### config.mk
export PLATFORM = sky130hd
export DESIGN_NAME = id_ex_stage
export DESIGN_NICKNAME = d
export VERILOG_FILES = /design/src/rtl/id_ex_stage.sv
export SDC_FILE = /design/constraint.sdc
export NUM_CORES = 1
export LEC_CHECK = 0
export BUFFER_PORTS_ARGS = -buffer_cell sky130_fd_sc_hd__buf_2
export CORE_AREA = 2 2 149 151
export CTS_CLUSTER_DIAMETER = 120
export DETAILED_ROUTE_END_ITERATION = 10
export DIE_AREA = 0 0 151 153
export PLACE_DENSITY_LB_ADDON = 0.25
export SETUP_SLACK_MARGIN = 0.15
export SYNTH_ARGS = -nofsm -noshare
export SYNTH_HDL_FRONTEND = slang
export SYNTH_SLANG_ARGS = --single-unit
### constraint.sdc
create_clock -name clk -period 4.5 [get_ports clk]
set_input_delay 0.9 -clock clk [delete_from_list [all_inputs] [get_ports clk]]
set_output_delay 0.9 -clock clk [all_outputs]
set_load 0.005 [all_outputs]
### src/rtl/id_ex_stage.sv
// ID/EX pipeline register with load-use interlock, EX backpressure hold,
// branch-flush kill and saturating bubble/flush performance counters.
module id_ex_stage #(
    parameter int XLEN   = 32,
    parameter int REG_AW = 5,
    parameter int ID_W   = 6,
    parameter int CNT_W  = 32
) (
    input  logic              clk,
    input  logic              rst_n,
    input  logic              id_valid,
    output logic              id_ready,
    input  logic [ID_W-1:0]   id_instr_id,
    input  logic              id_rs1_re,
    input  logic              id_rs2_re,
    input  logic              id_rd_we,
    input  logic              id_mem_re,
    input  logic              id_mem_we,
    input  logic [REG_AW-1:0] id_rs1_addr,
    input  logic [REG_AW-1:0] id_rs2_addr,
    input  logic [REG_AW-1:0] id_rd_addr,
    input  logic [XLEN-1:0]   id_rs1_data,
    input  logic [XLEN-1:0]   id_rs2_data,
    input  logic [XLEN-1:0]   id_imm,
    input  logic [XLEN-1:0]   id_pc,
    input  logic              ex_ready,
    input  logic              ex_flush,
    output logic              ex_valid,
    output logic [ID_W-1:0]   ex_instr_id,
    output logic              ex_rs1_re,
    output logic              ex_rs2_re,
    output logic              ex_rd_we,
    output logic              ex_mem_re,
    output logic              ex_mem_we,
    output logic [REG_AW-1:0] ex_rs1_addr,
    output logic [REG_AW-1:0] ex_rs2_addr,
    output logic [REG_AW-1:0] ex_rd_addr,
    output logic [XLEN-1:0]   ex_rs1_data,
    output logic [XLEN-1:0]   ex_rs2_data,
    output logic [XLEN-1:0]   ex_imm,
    output logic [XLEN-1:0]   ex_pc,
    output logic              load_use_stall,
    output logic [CNT_W-1:0]  bubble_cnt,
    output logic [CNT_W-1:0]  flush_cnt
);

    typedef struct packed {
        logic [ID_W-1:0]   instr_id;
        logic              rs1_re;
        logic              rs2_re;
        logic              rd_we;
        logic              mem_re;
        logic              mem_we;
        logic [REG_AW-1:0] rs1_addr;
        logic [REG_AW-1:0] rs2_addr;
        logic [REG_AW-1:0] rd_addr;
        logic [XLEN-1:0]   rs1_data;
        logic [XLEN-1:0]   rs2_data;
        logic [XLEN-1:0]   imm;
        logic [XLEN-1:0]   pc;
    } entry_t;

    entry_t           id_entry;
    entry_t           entry_p1;
    logic             vld_p1;
    logic             hazard;
    logic             rs1_hit;
    logic             rs2_hit;
    logic [CNT_W-1:0] bubble_cnt_p1;
    logic [CNT_W-1:0] flush_cnt_p1;

    // Saturating increment: stays at all-ones instead of wrapping.
    function automatic logic [CNT_W-1:0] sat_inc(input logic [CNT_W-1:0] v);
        logic [CNT_W-1:0] one;
        one = {{(CNT_W-1){1'b0}}, 1'b1};
        return (&v) ? v : v + one;
    endfunction

    // Load-use detection against the load currently sitting in EX, and handshake.
    always_comb begin
        rs1_hit  = id_rs1_re && (id_rs1_addr == entry_p1.rd_addr);
        rs2_hit  = id_rs2_re && (id_rs2_addr == entry_p1.rd_addr);
        hazard   = id_valid && vld_p1 && entry_p1.mem_re && entry_p1.rd_we &&
                   (entry_p1.rd_addr != '0) && (rs1_hit || rs2_hit);
        id_ready = ex_ready && !hazard && !ex_flush;
    end

    // Gather ID fields; a write to x0 is dropped here so EX never sees it.
    always_comb begin
        id_entry          = '0;
        id_entry.instr_id = id_instr_id;
        id_entry.rs1_re   = id_rs1_re;
        id_entry.rs2_re   = id_rs2_re;
        id_entry.rd_we    = id_rd_we && (id_rd_addr != '0);
        id_entry.mem_re   = id_mem_re;
        id_entry.mem_we   = id_mem_we;
        id_entry.rs1_addr = id_rs1_addr;
        id_entry.rs2_addr = id_rs2_addr;
        id_entry.rd_addr  = id_rd_addr;
        id_entry.rs1_data = id_rs1_data;
        id_entry.rs2_data = id_rs2_data;
        id_entry.imm      = id_imm;
        id_entry.pc       = id_pc;
    end

    // ID -> EX register: flush, hold, hazard bubble, load, idle bubble (in priority order).
    always_ff @(posedge clk or negedge rst_n) begin
        if (!rst_n) begin
            entry_p1 <= '0;
            vld_p1   <= 1'b0;
        end else if (ex_flush) begin
            entry_p1 <= '0;
            vld_p1   <= 1'b0;
        end else if (!ex_ready) begin
            entry_p1 <= entry_p1;
            vld_p1   <= vld_p1;
        end else if (hazard || !id_valid) begin
            entry_p1 <= '0;
            vld_p1   <= 1'b0;
        end else begin
            entry_p1 <= id_entry;
            vld_p1   <= 1'b1;
        end
    end

    // Performance counters: inserted load-use bubbles and killed valid instructions.
    always_ff @(posedge clk or negedge rst_n) begin
        if (!rst_n) begin
            bubble_cnt_p1 <= '0;
            flush_cnt_p1  <= '0;
        end else if (ex_flush) begin
            if (id_valid) flush_cnt_p1 <= sat_inc(flush_cnt_p1);
        end else if (ex_ready && hazard) begin
            bubble_cnt_p1 <= sat_inc(bubble_cnt_p1);
        end
    end

    assign load_use_stall = hazard;
    assign ex_valid       = vld_p1;
    assign ex_instr_id    = entry_p1.instr_id;
    assign ex_rs1_re      = entry_p1.rs1_re;
    assign ex_rs2_re      = entry_p1.rs2_re;
    assign ex_rd_we       = entry_p1.rd_we;
    assign ex_mem_re      = entry_p1.mem_re;
    assign ex_mem_we      = entry_p1.mem_we;
    assign ex_rs1_addr    = entry_p1.rs1_addr;
    assign ex_rs2_addr    = entry_p1.rs2_addr;
    assign ex_rd_addr     = entry_p1.rd_addr;
    assign ex_rs1_data    = entry_p1.rs1_data;
    assign ex_rs2_data    = entry_p1.rs2_data;
    assign ex_imm         = entry_p1.imm;
    assign ex_pc          = entry_p1.pc;
    assign bubble_cnt     = bubble_cnt_p1;
    assign flush_cnt      = flush_cnt_p1;

endmodule
# --- After elaboration in Yosys (flattened, before gate mapping) ---
# Cells that the tools add are included.
totals:
  reg_bits: 219
  out_inout_bits: 221
classes:
  eq_ne: 2
  add_sub_neg: 2
  n_mux: 6
  bitwise_logic: 3
  reduce_logical: 23
ops:
  columns: ["cell", "count"]
  rows:
  - ["2-to-1 mux 154 bit", 3]
  - ["adder 32 x 1 -> 32 bit, second input constant", 2]
  - ["AND reduction 32 bit", 2]
  - ["logical AND 1 bit", 11]
  - ["== test 5 bit", 2]
  - ["nonzero test 5 bit", 2]
  - ["AND reduction 3 bit", 2]
  - ["zero test 1 bit", 3]
  - ["2-to-1 mux 1 bit", 3]
  - ["NOT 1 bit", 3]
  - ["logical OR 1 bit", 2]
  - ["nonzero test 2 bit", 1]

# --- Longest topological paths before layout ---
# Gate-level depths: netlist (run 1).
depth:
  ltp_word: 9
  depth_mapped: 8
  depth_no_buf: 7

# --- Worst setup path before layout (run 1) ---
# OpenSTA, ideal clock, no wires.
synth_path:
  path_kind: "input to output"
  startpoint: "input port id_rs1_addr[0]"
  endpoint: "output port id_ready"
  arrival_ns: 1.815
  setup_slack_ns: 1.785
  path_stages: 6
  required_time_ns: 3.600
  cell_sequence: "xnor2_1 -> nand4_1 -> o22ai_1 -> and2_4 -> buf_2 -> nor2_1"
synth_between:
  elab_chain_cells: 7
synth_lines:
  columns: ["item", "line_no", "text"]
  rows:
  - ["start: declaration", "19", "input logic [REG_AW-1:0] id_rs1_addr,"]
  - ["== test 5 bit", "81", "rs1_hit = id_rs1_re && (id_rs1_addr == entry_p1.rd_addr);"]
  - ["logical AND 1 bit", "81", null]
  - ["logical OR 1 bit", "84", "(entry_p1.rd_addr != '0) && (rs1_hit || rs2_hit);"]
  - ["logical AND 1 bit", "84", null]
  - ["via load_use_stall", "42", "output logic load_use_stall,"]
  - ["zero test 1 bit", "85", "id_ready = ex_ready && !hazard && !ex_flush;"]
  - ["logical AND 1 bit (2 in a row)", "85", null]
  - ["end: declaration", "12", "output logic id_ready,"]
# The timed path passes the listed nets, and every way through them passes these cells.

# --- Worst setup path in the final report (run 1) ---
layout_path:
  startpoint: "register entry_p1, in the netlist ex_rd_addr[4]"
  endpoint: "output port id_ready"
layout_between:
  elab_chain_cells: 7
layout_lines:
  columns: ["item", "line_no", "text"]
  rows:
  - ["start: declaration", "64", "entry_t entry_p1;"]
  - ["start signal: assignment", "115", "entry_p1 <= entry_p1;"]
  - ["start signal: assignment", "121", "entry_p1 <= id_entry;"]
  - ["== test 5 bit, on equally long branches", "81, 82", null]
  - ["logical AND 1 bit, on equally long branches", "81, 82", null]
  - ["logical OR 1 bit", "84", null]
  - ["logical AND 1 bit (*)", "84", null]
  - ["zero test 1 bit (*)", "85", null]
  - ["logical AND 1 bit (*) (2 in a row)", "85", null]
# Every way passes the cells marked *; elsewhere a longest branch is shown, timed or not.

==> results.py, run 1 <==
metrics = {
    "critical_path": {
        "worstPathMaxFanout": 13,
        "crit_family": "simple AND/OR/NAND/NOR gates",
        "start_kind": "flop",
        "critPathCaptureType": "output pin",
        "arrival_ns": 2.33,
        "worstSetupPathType": "flop to output pin",
        "critPathBufInv": 1,
        "crit_chain": "xnor2_1 -> nand4_1 -> o22ai_1 -> and2_4 -> nor2_1 -> buf_2",
        "required_ns": 3.60,
        "slowest_stage": "o22ai_1",
        "cp_slowest_stage_delay_ns": 0.48,
    },
    "place": {
        "placed_cells": 1288,
        "place_congestion": 0.880,
        "place_hpwl_um": 17400,
        "place_ws_ns": 1.29,
        "portBuffers": 379,
    },
    "clock_network": {
        "cts_max_level": 1,
        "cts_tree": "built",
        "cts.path.max_buffers": 3,
        "cts_hold_buf": 0,
        "clkTransAtPathRegs_ns": 0.06,
        "cts_resized": 0,
        "clock-sinks": 219,
        "cts_buffers": 24,
        "clock_latency_ns": 0.50,
        "root_buffer": "clkbuf_16",
        "postCtsSetupBuffers": 0,
    },
    "timing": {
        "layout_setup_ws_ns": 1.27,
        "max_freq_ghz": 0.310,
        "tns_ns": 0,
        "maxSlewHeadroom_pct": 40.4,
        "worst_slew_pin_slew_ns": 0.894,
        "min_period_ns": 3.23,
        "setup_viol": 0,
        "fin_skew_ns": 0.00928,
        "period_share_pct": 71.7,
        "rsz0062_at_grt": "no",
        "drv_slew": 0,
        "final_hold_viol_count": 0,
    },
    "yosys": {
        "synth_top_area_share_pct": 63.4,
        "synthAdderAreaFrac_pct": 0.290,
        "synth-compound-area-share_pct": 16.0,
        "synth.top_cells.by_area": "dfrtp_1, a22o_1, xnor2_1",
        "ys_seq_elements": 219,
        "yosys.area.top_type": "dfrtp_1",
        "yosys.area_share.xor_xnor_pct": 7.20,
        "syn_nets": 821,
        "postSynthAreaPerCell_sq_um": 13.1,
        "ys_warn_count": 0,
        "synthCells": 660,
        "synthSimpleGateAreaFrac_pct": 10.1,
        "ys_seq_area_share_pct": 63.4,
        "synth.area.mux_share_pct": 0.391,
        "syn_area_sq_um": 8640,
        "synth_top_family_by_area": "compound AO/OA/AOI/OAI gates",
        "ys_types": 35,
    },
    "floorplanning": {
        "ios": 380,
        "initial_utilization_pct": 40.2,
        "die_h_um": 153,
        "fp-row-count": 54,
        "die_w_um": 151,
        "core_sq_um": 21500,
        "die_area_sq_um": 23100,
    },
    "grt": {
        "grt_max_degree": 156,
        "overflow": 0,
        "grt_pass1_wl_um": 38200,
        "antenna_found_initial": 6,
        "grt_usage_pct": 20.9,
        "grt_pass1_vias": 6800,
    },
    "min_path": {
        "hold_class": "input port to asynchronous set/reset pin",
    },
    "finish": {
        "nets": 1195,
        "drive_gt1_share_pct": 41.2,
        "final_cell_mix": "buf_2, dfrtp_1, a22o_1, xnor2_1",
        "area_delta_synth_final_pct": 34.3,
        "fin_cells": 1337,
        "final_common_cell": "buf_2",
    },
    "drt": {
        "drt-pass1-iter-count": 4,
        "viasPerCell": 5.11,
        "route.vias.total": 6830,
        "wirelength_um": 24700,
        "post-route-drc-count": 0,
        "drtAntennaViolNets": 0,
        "drt-initial-drc-count": 313,
        "wl_per_cell_um": 18.5,
    },
    "power_and_ir_drop": {
        "vdd_drop_max_uv": 233,
        "powerDensity_nw_per_um2": 387,
        "p_leak_uw": 0.00635,
    },
    "job": {
        "maxCapViolCount": 0,
    },
    "status": {
        "run_status": "complete, no violations",
    },
}
## layer usage
layer,part of all wire (%),global-route usage (%),up-vias
met3,8.5,5.79,36
met4,2.3,6.99,2
met5,0.028,0,-
li1,-,-,3197
met1,41,27.0,3312
met2,48,33.9,283
## kinds of logic (layout without fill, tap and decap cells)
family                     Yosys count  count (layout)
DFF                                219             219
and+or+nand+nor                    165             165
AOI/OAI and AO/OA                  159             159
xor gates and xnor gates            71              71
buffers and inverters               41             433
muxes                                3               3
adders and majority gates            2               2
other                                0               5
## Yosys cell counts, drive strengths merged
cell     count
dfrtp      219
a22o       153
xnor2       45
nor2        34
nand2       33
nand3       27
nand4       27
xor2        26
buf         20
clkbuf      17
nor3        12
and3         7
nor4         7
and4         6
and2         5
inv          4
mux2         3
nand2b       3
a21oi        2
ha           2
a2111oi      1
a21o         1
a32o         1
and2b        1
nor3b        1
o22ai        1
or2          1
or4          1
## through the flow
stage / hold slack [ns] / total power (uW) / util [%] / instance area [sq um]
2_1_floorplan: 0.480 / 2280 / - / 8640
6_report: 0.366 / 4490 / 54.0 / 11600
5_1_grt: 0.411 / 4690 / 54.0 / 11600
3_5_place_dp: 0.476 / 2510 / 50.2 / 10800
3_3_place_gp: 0.471 / 2510 / 50.2 / 10800
4_1_cts: 0.396 / 4550 / 54.0 / 11600
## flip-flops by register name, indices dropped and copies added, names as in the netlist
name         flops
bubble_cnt      32
ex_imm          32
ex_instr_id      6
ex_mem_re        1
ex_mem_we        1
ex_pc           32
ex_rd_addr       5
ex_rd_we         1
ex_rs1_addr      5
ex_rs1_data     32
ex_rs1_re        1
ex_rs2_addr      5
ex_rs2_data     32
ex_rs2_re        1
ex_valid         1
flush_cnt       32
## worst paths after layout
kind	startpoint	cells past startpoint	end	slack [ns]
worst min register to register	flush_cnt[7]	1	flush_cnt[7]	0.48
worst max register to register	ex_rd_addr[4]	7	ex_pc[28]	1.84
min in group clk	flush_cnt[7]	1	flush_cnt[7]	0.48
worst min-delay path	rst_n	1	ex_imm[12]	0.37
max in group asynchronous	rst_n	2	ex_imm[27]	3.18
worst max-delay path	ex_rd_addr[4]	6	id_ready	1.27
## cell type report
type | instances | area, sq um
repair buffers | 385 | 1980
multi-input cells | 400 | 2950
inverters | 4 | 15.0
fillers | 1878 | 9880
clock inverters | 8 | 120
diodes | 5 | 12.5
flip-flops and latches | 219 | 5480
clock buffers | 36 | 697
well taps | 280 | 350
## where the power goes
part | switching [uW] | total, uW | internal (uW)
Combinational | 189 | 362 | 173
Sequential | 67.8 | 2110 | 2050
Clock | 775 | 2020 | 1240
No activity file was read; power rests on OpenSTA's default activity.
==> run 2: changes to the inputs <==
ABC_AREA = 1   (was default)
CORE_AREA = default   (was 2 2 149 151)
CORE_UTILIZATION = 46   (was default)
DIE_AREA = default   (was 0 0 151 153)
clock period = 3.29 ns   (was 4.5 ns; I/O delays follow)
==> results.py, run 2 <==
metrics = {
    "status": {
        "run_status": "complete, no violations",
    },
    "finish": {
        "final_cell_mix": "nand2_1, buf_2, dfrtp_1, nand3_1, nand4_1",
        "final_common_cell": "nand2_1",
        "nets": 1919,
        "area_delta_synth_final_pct": 25.2,
        "n_fill_cell": 2280,
        "fin_cells": 2100,
        "drive_gt1_share_pct": 25.4,
    },
    "yosys": {
        "postSynthAreaPerCell_sq_um": 7.82,
        "synth_ff_type": "dfrtp_1",
        "yosys.area.top_type": "dfrtp_1",
        "syn_area_sq_um": 11200,
        "synth_top_family_by_area": "simple AND/OR/NAND/NOR gates",
        "async_flop_share_pct": 100,
        "ys_warn_count": 0,
        "ys_types": 29,
        "yosys.area_share.xor_xnor_pct": 2.49,
        "synth_edf_count": 0,
        "synthCells": 1436,
        "synth.area.mux_share_pct": 0,
        "synth_top_area_share_pct": 48.8,
        "synth_common_cells": "nand2_1, dfrtp_1, nand3_1, nand4_1, inv_1",
        "synth_most_common_cell": "nand2_1",
        "synthSimpleGateAreaFrac_pct": 37.9,
        "synth.top_cells.by_area": "dfrtp_1, nand2_1, nand4_1",
        "ys_seq_elements": 219,
        "synth-compound-area-share_pct": 3.56,
        "synthAdderAreaFrac_pct": 0.223,
        "syn_nets": 1597,
        "ys_seq_area_share_pct": 48.8,
    },
    "power_and_ir_drop": {
        "vdd_drop_max_uv": 285,
        "p_comb_share_pct": 11.2,
        "p_sw_uw": 1640,
        "p_leak_uw": 0.00800,
        "swShare_pct": 26.1,
        "p_seq_share_pct": 46.3,
        "p_int_uw": 4650,
        "powerDensity_nw_per_um2": 448,
        "power_frac_clock_pct": 42.5,
    },
    "timing": {
        "period_share_pct": 85.6,
        "final_hold_viol_count": 0,
        "fin_skew_ns": 0.00547,
        "tns_ns": 0,
        "setup_viol": 0,
        "worst_slew_pin_slew_ns": 1.03,
        "drv_slew": 0,
        "fin_hold_ws_ns": 0.0583,
        "rsz0062_at_grt": "no",
        "min_period_ns": 2.82,
        "max_freq_ghz": 0.355,
        "maxSlewHeadroom_pct": 31.2,
    },
    "place": {
        "portBuffers": 379,
        "place_congestion": 0.931,
        "place_hpwl_um": 24500,
        "placed_cells": 2050,
    },
    "critical_path": {
        "arrival_ns": 2.16,
        "worstPathMaxFanout": 28,
        "worstSetupPathType": "flop to output pin",
        "start_kind": "flop",
        "critPathCaptureType": "output pin",
        "required_ns": 2.63,
    },
    "clock_network": {
        "clock-sinks": 219,
        "cts_hold_buf": 0,
        "clkTransAtPathRegs_ns": 0.06,
        "cts_resized": 0,
        "cts_buffers": 25,
        "postCtsSetupBuffers": 0,
        "cts.path.max_buffers": 3,
        "root_buffer": "clkbuf_16",
        "clock_latency_ns": 0.52,
        "cts_tree": "built",
        "cts_max_level": 1,
    },
    "grt": {
        "grt_usage_pct": 28.1,
        "overflow": 0,
        "grt_pass1_wl_um": 55800,
        "grt_max_degree": 133,
        "antenna_found_initial": 11,
        "grt_pass1_vias": 10700,
    },
    "floorplanning": {
        "die_w_um": 158,
        "ios": 380,
        "die_area_sq_um": 25100,
        "initial_utilization_pct": 47.4,
        "die_h_um": 158,
        "core_sq_um": 23700,
        "fp-row-count": 56,
    },
    "drt": {
        "drt-initial-drc-count": 1144,
        "drt-pass1-iter-count": 5,
        "viasPerCell": 5.37,
        "drtAntennaViolNets": 0,
        "wl_per_cell_um": 17.1,
        "post-route-drc-count": 0,
        "route.vias.total": 11300,
        "wirelength_um": 35800,
    },
    "job": {
        "maxCapViolCount": 0,
    },
    "min_path": {
        "hold_class": "input port to asynchronous set/reset pin",
    },
}
-- run 2: cell types whose count changed after synthesis, sizes merged, moves of 38 or more --
cell / delta
nor2: +52
clkbuf: +52
nand2: +432
nand4: +138
nand3: +155
xnor2: -38
inv: +88
a22o: -153
-- run 2: kinds of logic after synthesis --
| group | Yosys count |
|---|---|
| and+or+nand+nor | 934 |
| DFF | 219 |
| buffers and inverters | 190 |
| AOI/OAI and AO/OA | 59 |
| adders and majority gates | 2 |
| xor gates and xnor gates | 32 |
-- run 2: critical path: stages (launching register included) --
cell,delay (ns)
dfrtp_1,0.43
inv_1,0.16
nand4_1,0.11
o21ai_0,0.15
inv_1,0.10
nand2_4,0.27
inv_1,0.11
nor2_1,0.16
buf_2,0.16
-- run 2: final timing paths --
check                                 from               to  slack (ns)  depth (start not counted)
setup reg to reg              flush_cnt[0]     flush_cnt[2]        0.82                         10
hold / removal                       rst_n     flush_cnt[2]        0.06                          1
hold reg to reg            ex_rs1_data[12]  ex_rs1_data[12]        0.51                          2
max in group asynchronous            rst_n       ex_imm[25]        2.38                          2
min in group clk           id_rs1_data[12]  ex_rs1_data[12]        0.38                          3
setup / recovery             ex_rd_addr[3]         id_ready        0.47                          8
-- run 2: layout make-up --
class,count,area [sq um],area share (%)
multi-input combinational,1027,4980,35.4
sequential,219,5480,39.0
tap,319,399,2.84
timing repair buffer,393,2060,14.7
clock inverter,5,50.0,0.356
clock buffer,38,724,5.15
inverter,92,353,2.51
antenna,7,17.5,0.125
-- run 2: metal layers --
| layer | track usage (%) | vias up | part of all wire, % |
|---|---|---|---|
| li1 | - | 5431 | - |
| met1 | 36.2 | 5319 | 40 |
| met2 | 45.1 | 425 | 49 |
| met3 | 7.10 | 88 | 7.5 |
| met4 | 11.3 | 8 | 3.3 |
| met5 | 0 | - | 0.15 |
-- run 2: power groups by stage --
stage          clock [uW]  combinational [uW]  sequential (uW)
5_1_grt              2850                 783             2930
3_5_place_dp            0                 708             2960
4_1_cts              2730                 709             2920
3_3_place_gp            0                 695             2960
6_report             2680                 703             2920
2_1_floorplan           0                 342             2950
-- run 2: stage by stage --
step / power (uW) / setup WS [ns] / area, sq um / util [%]
6_report: 6300 / 0.472 / 14100 / 59.4
5_1_grt: 6570 / 0.235 / 14100 / 59.4
4_1_cts: 6360 / 0.440 / 14000 / 59.3
3_5_place_dp: 3670 / 0.608 / 13300 / 56.0
3_3_place_gp: 3650 / 0.655 / 13300 / 56.0
2_1_floorplan: 3290 / 1.33 / 11200 / -
==> run 3: changes to the inputs <==
clock period = 3.3 ns   (was 3.29 ns; I/O delays follow)
==> results.py, run 3 (same netlist as run 2, synthesis figures left out) <==
metrics = {
    "clock_network": {
        "cts.path.max_buffers": 3,
        "clock-sinks": 219,
        "clock_latency_ns": 0.52,
        "cts_tree": "built",
        "postCtsSetupBuffers": 0,
        "cts_buffers": 25,
        "cts_resized": 0,
        "root_buffer": "clkbuf_16",
        "clkTransAtPathRegs_ns": 0.06,
        "cts_max_level": 1,
        "cts_hold_buf": 0,
    },
    "timing": {
        "max_freq_ghz": 0.394,
        "final_hold_viol_count": 0,
        "maxSlewHeadroom_pct": 23.1,
        "tns_ns": 0,
        "rsz0062_at_grt": "no",
        "fin_hold_ws_ns": 0.155,
        "layout_setup_ws_ns": 0.759,
        "drv_slew": 0,
        "min_period_ns": 2.54,
        "setup_viol": 0,
        "fin_skew_ns": 0.00677,
        "period_share_pct": 77.0,
        "worst_slew_pin_slew_ns": 1.15,
    },
    "drt": {
        "route.vias.total": 11300,
        "wl_per_cell_um": 17.0,
        "drt-pass1-iter-count": 7,
        "drtAntennaViolNets": 0,
        "viasPerCell": 5.37,
        "post-route-drc-count": 0,
        "drt-initial-drc-count": 965,
        "wirelength_um": 35600,
    },
    "critical_path": {
        "worstPathMaxFanout": 4,
        "r2r-start": "bubble_cnt[0]",
        "critPathBufInv": 4,
        "r2r_cells": 11,
        "crit_path_frequent_cell": "inv_1",
        "worstSetupPathType": "flop to output pin",
        "crit_family": "buffers and inverters",
        "cp_slowest_stage_delay_ns": 0.43,
        "rrSetupSlack_ns": 0.79,
        "slowest_stage": "dfrtp_1",
        "start_kind": "flop",
        "crit_chain": "inv_1 -> nand4_1 -> o21ai_0 -> inv_1 -> nand2_4 -> inv_1 -> nor2_1 -> buf_2",
        "arrival_ns": 1.88,
        "critPathCaptureType": "output pin",
        "timing.rr.end": "bubble_cnt[13]",
        "required_ns": 2.64,
    },
    "grt": {
        "grt_usage_pct": 27.9,
        "overflow": 0,
        "antenna_found_initial": 11,
        "grt_pass1_vias": 10500,
        "grt_max_degree": 159,
        "grt_pass1_wl_um": 55400,
    },
    "floorplanning": {
        "core_sq_um": 23700,
        "die_h_um": 158,
        "fp-row-count": 56,
        "die_area_sq_um": 25100,
        "die_w_um": 158,
        "initial_utilization_pct": 47.4,
        "ios": 380,
    },
    "finish": {
        "utilization_pct": 59.3,
        "nets": 1918,
        "drive_gt1_share_pct": 25.5,
        "final_common_cell": "nand2_1",
        "final_cell_mix": "nand2_1, buf_2, dfrtp_1, nand3_1, nand4_1",
        "n_fill_cell": 2260,
        "area_delta_synth_final_pct": 25.1,
    },
    "power_and_ir_drop": {
        "vdd_drop_max_uv": 380,
        "swShare_pct": 26.3,
        "p_leak_uw": 0.00799,
        "p_comb_share_pct": 11.3,
        "finalPower_uw": 6210,
        "p_int_uw": 4570,
        "p_seq_share_pct": 46.8,
        "power_frac_clock_pct": 41.9,
        "powerDensity_nw_per_um2": 442,
        "p_sw_uw": 1630,
    },
    "place": {
        "place_ws_ns": 0.607,
        "portBuffers": 379,
        "place_congestion": 0.919,
        "place_hpwl_um": 24000,
    },
    "min_path": {
        "hold_class": "input port to asynchronous set/reset pin",
    },
    "job": {
        "maxCapViolCount": 0,
    },
    "status": {
        "run_status": "complete, no violations",
    },
}
-- run 3: cell type report --
cell class | instances | area (sq um) | share of cell area (%)
Clock inverter | 6 | 30.0 | 0.214
Clock buffer | 35 | 723 | 5.15
Inverter | 92 | 353 | 2.51
Multi-Input combinational cell | 1027 | 4980 | 35.4
Antenna cell | 8 | 20.0 | 0.142
Timing Repair Buffer | 392 | 2070 | 14.7
Sequential cell | 219 | 5480 | 39.0
Tap cell | 319 | 399 | 2.84
-- run 3: power by group through the flow --
stage	clock network, uW	logic (uW)	registers (uW)
2_1_floorplan	0	341	2940
3_3_place_gp	0	695	2950
3_5_place_dp	0	706	2950
4_1_cts	2650	707	2900
5_1_grt	2760	781	2920
6_report	2600	699	2910
-- run 3: per-stage QoR --
step	instance area (sq um)	cells
final	14100	2098
after global routing	14000	2097
after CTS	14000	2090
after detailed placement	13300	2049
after global placement	13300	2049
after floorplan	11200	1436
-- run 3: how the worst max path moves through the flow --
| stage | startpoint | to | slack [ns] | cells past startpoint |
|---|---|---|---|---|
| global placement | id_rs2_addr[3] | bubble_cnt[28] | 0.64 | 12 |
| floorplan | ex_ready | id_ready | 1.33 | 5 |
| detailed placement | id_rs1_addr[1] | bubble_cnt[30] | 0.61 | 12 |
| finish | ex_rd_addr[0] | id_ready | 0.76 | 8 |
| global route | ex_rd_addr[1] | id_ready | 0.57 | 8 |
| CTS | ex_rd_addr[0] | id_ready | 0.76 | 8 |
-- run 3: layer usage --
metal  share of wire (%)  up-vias  global-route usage, %
li1                    -     5430                      -
met1                  40     5316                   35.8
met2                  49      425                   46.0
met3                 7.9       80                   6.86
met4                 3.2        6                   9.66
met5                0.12        -                      0
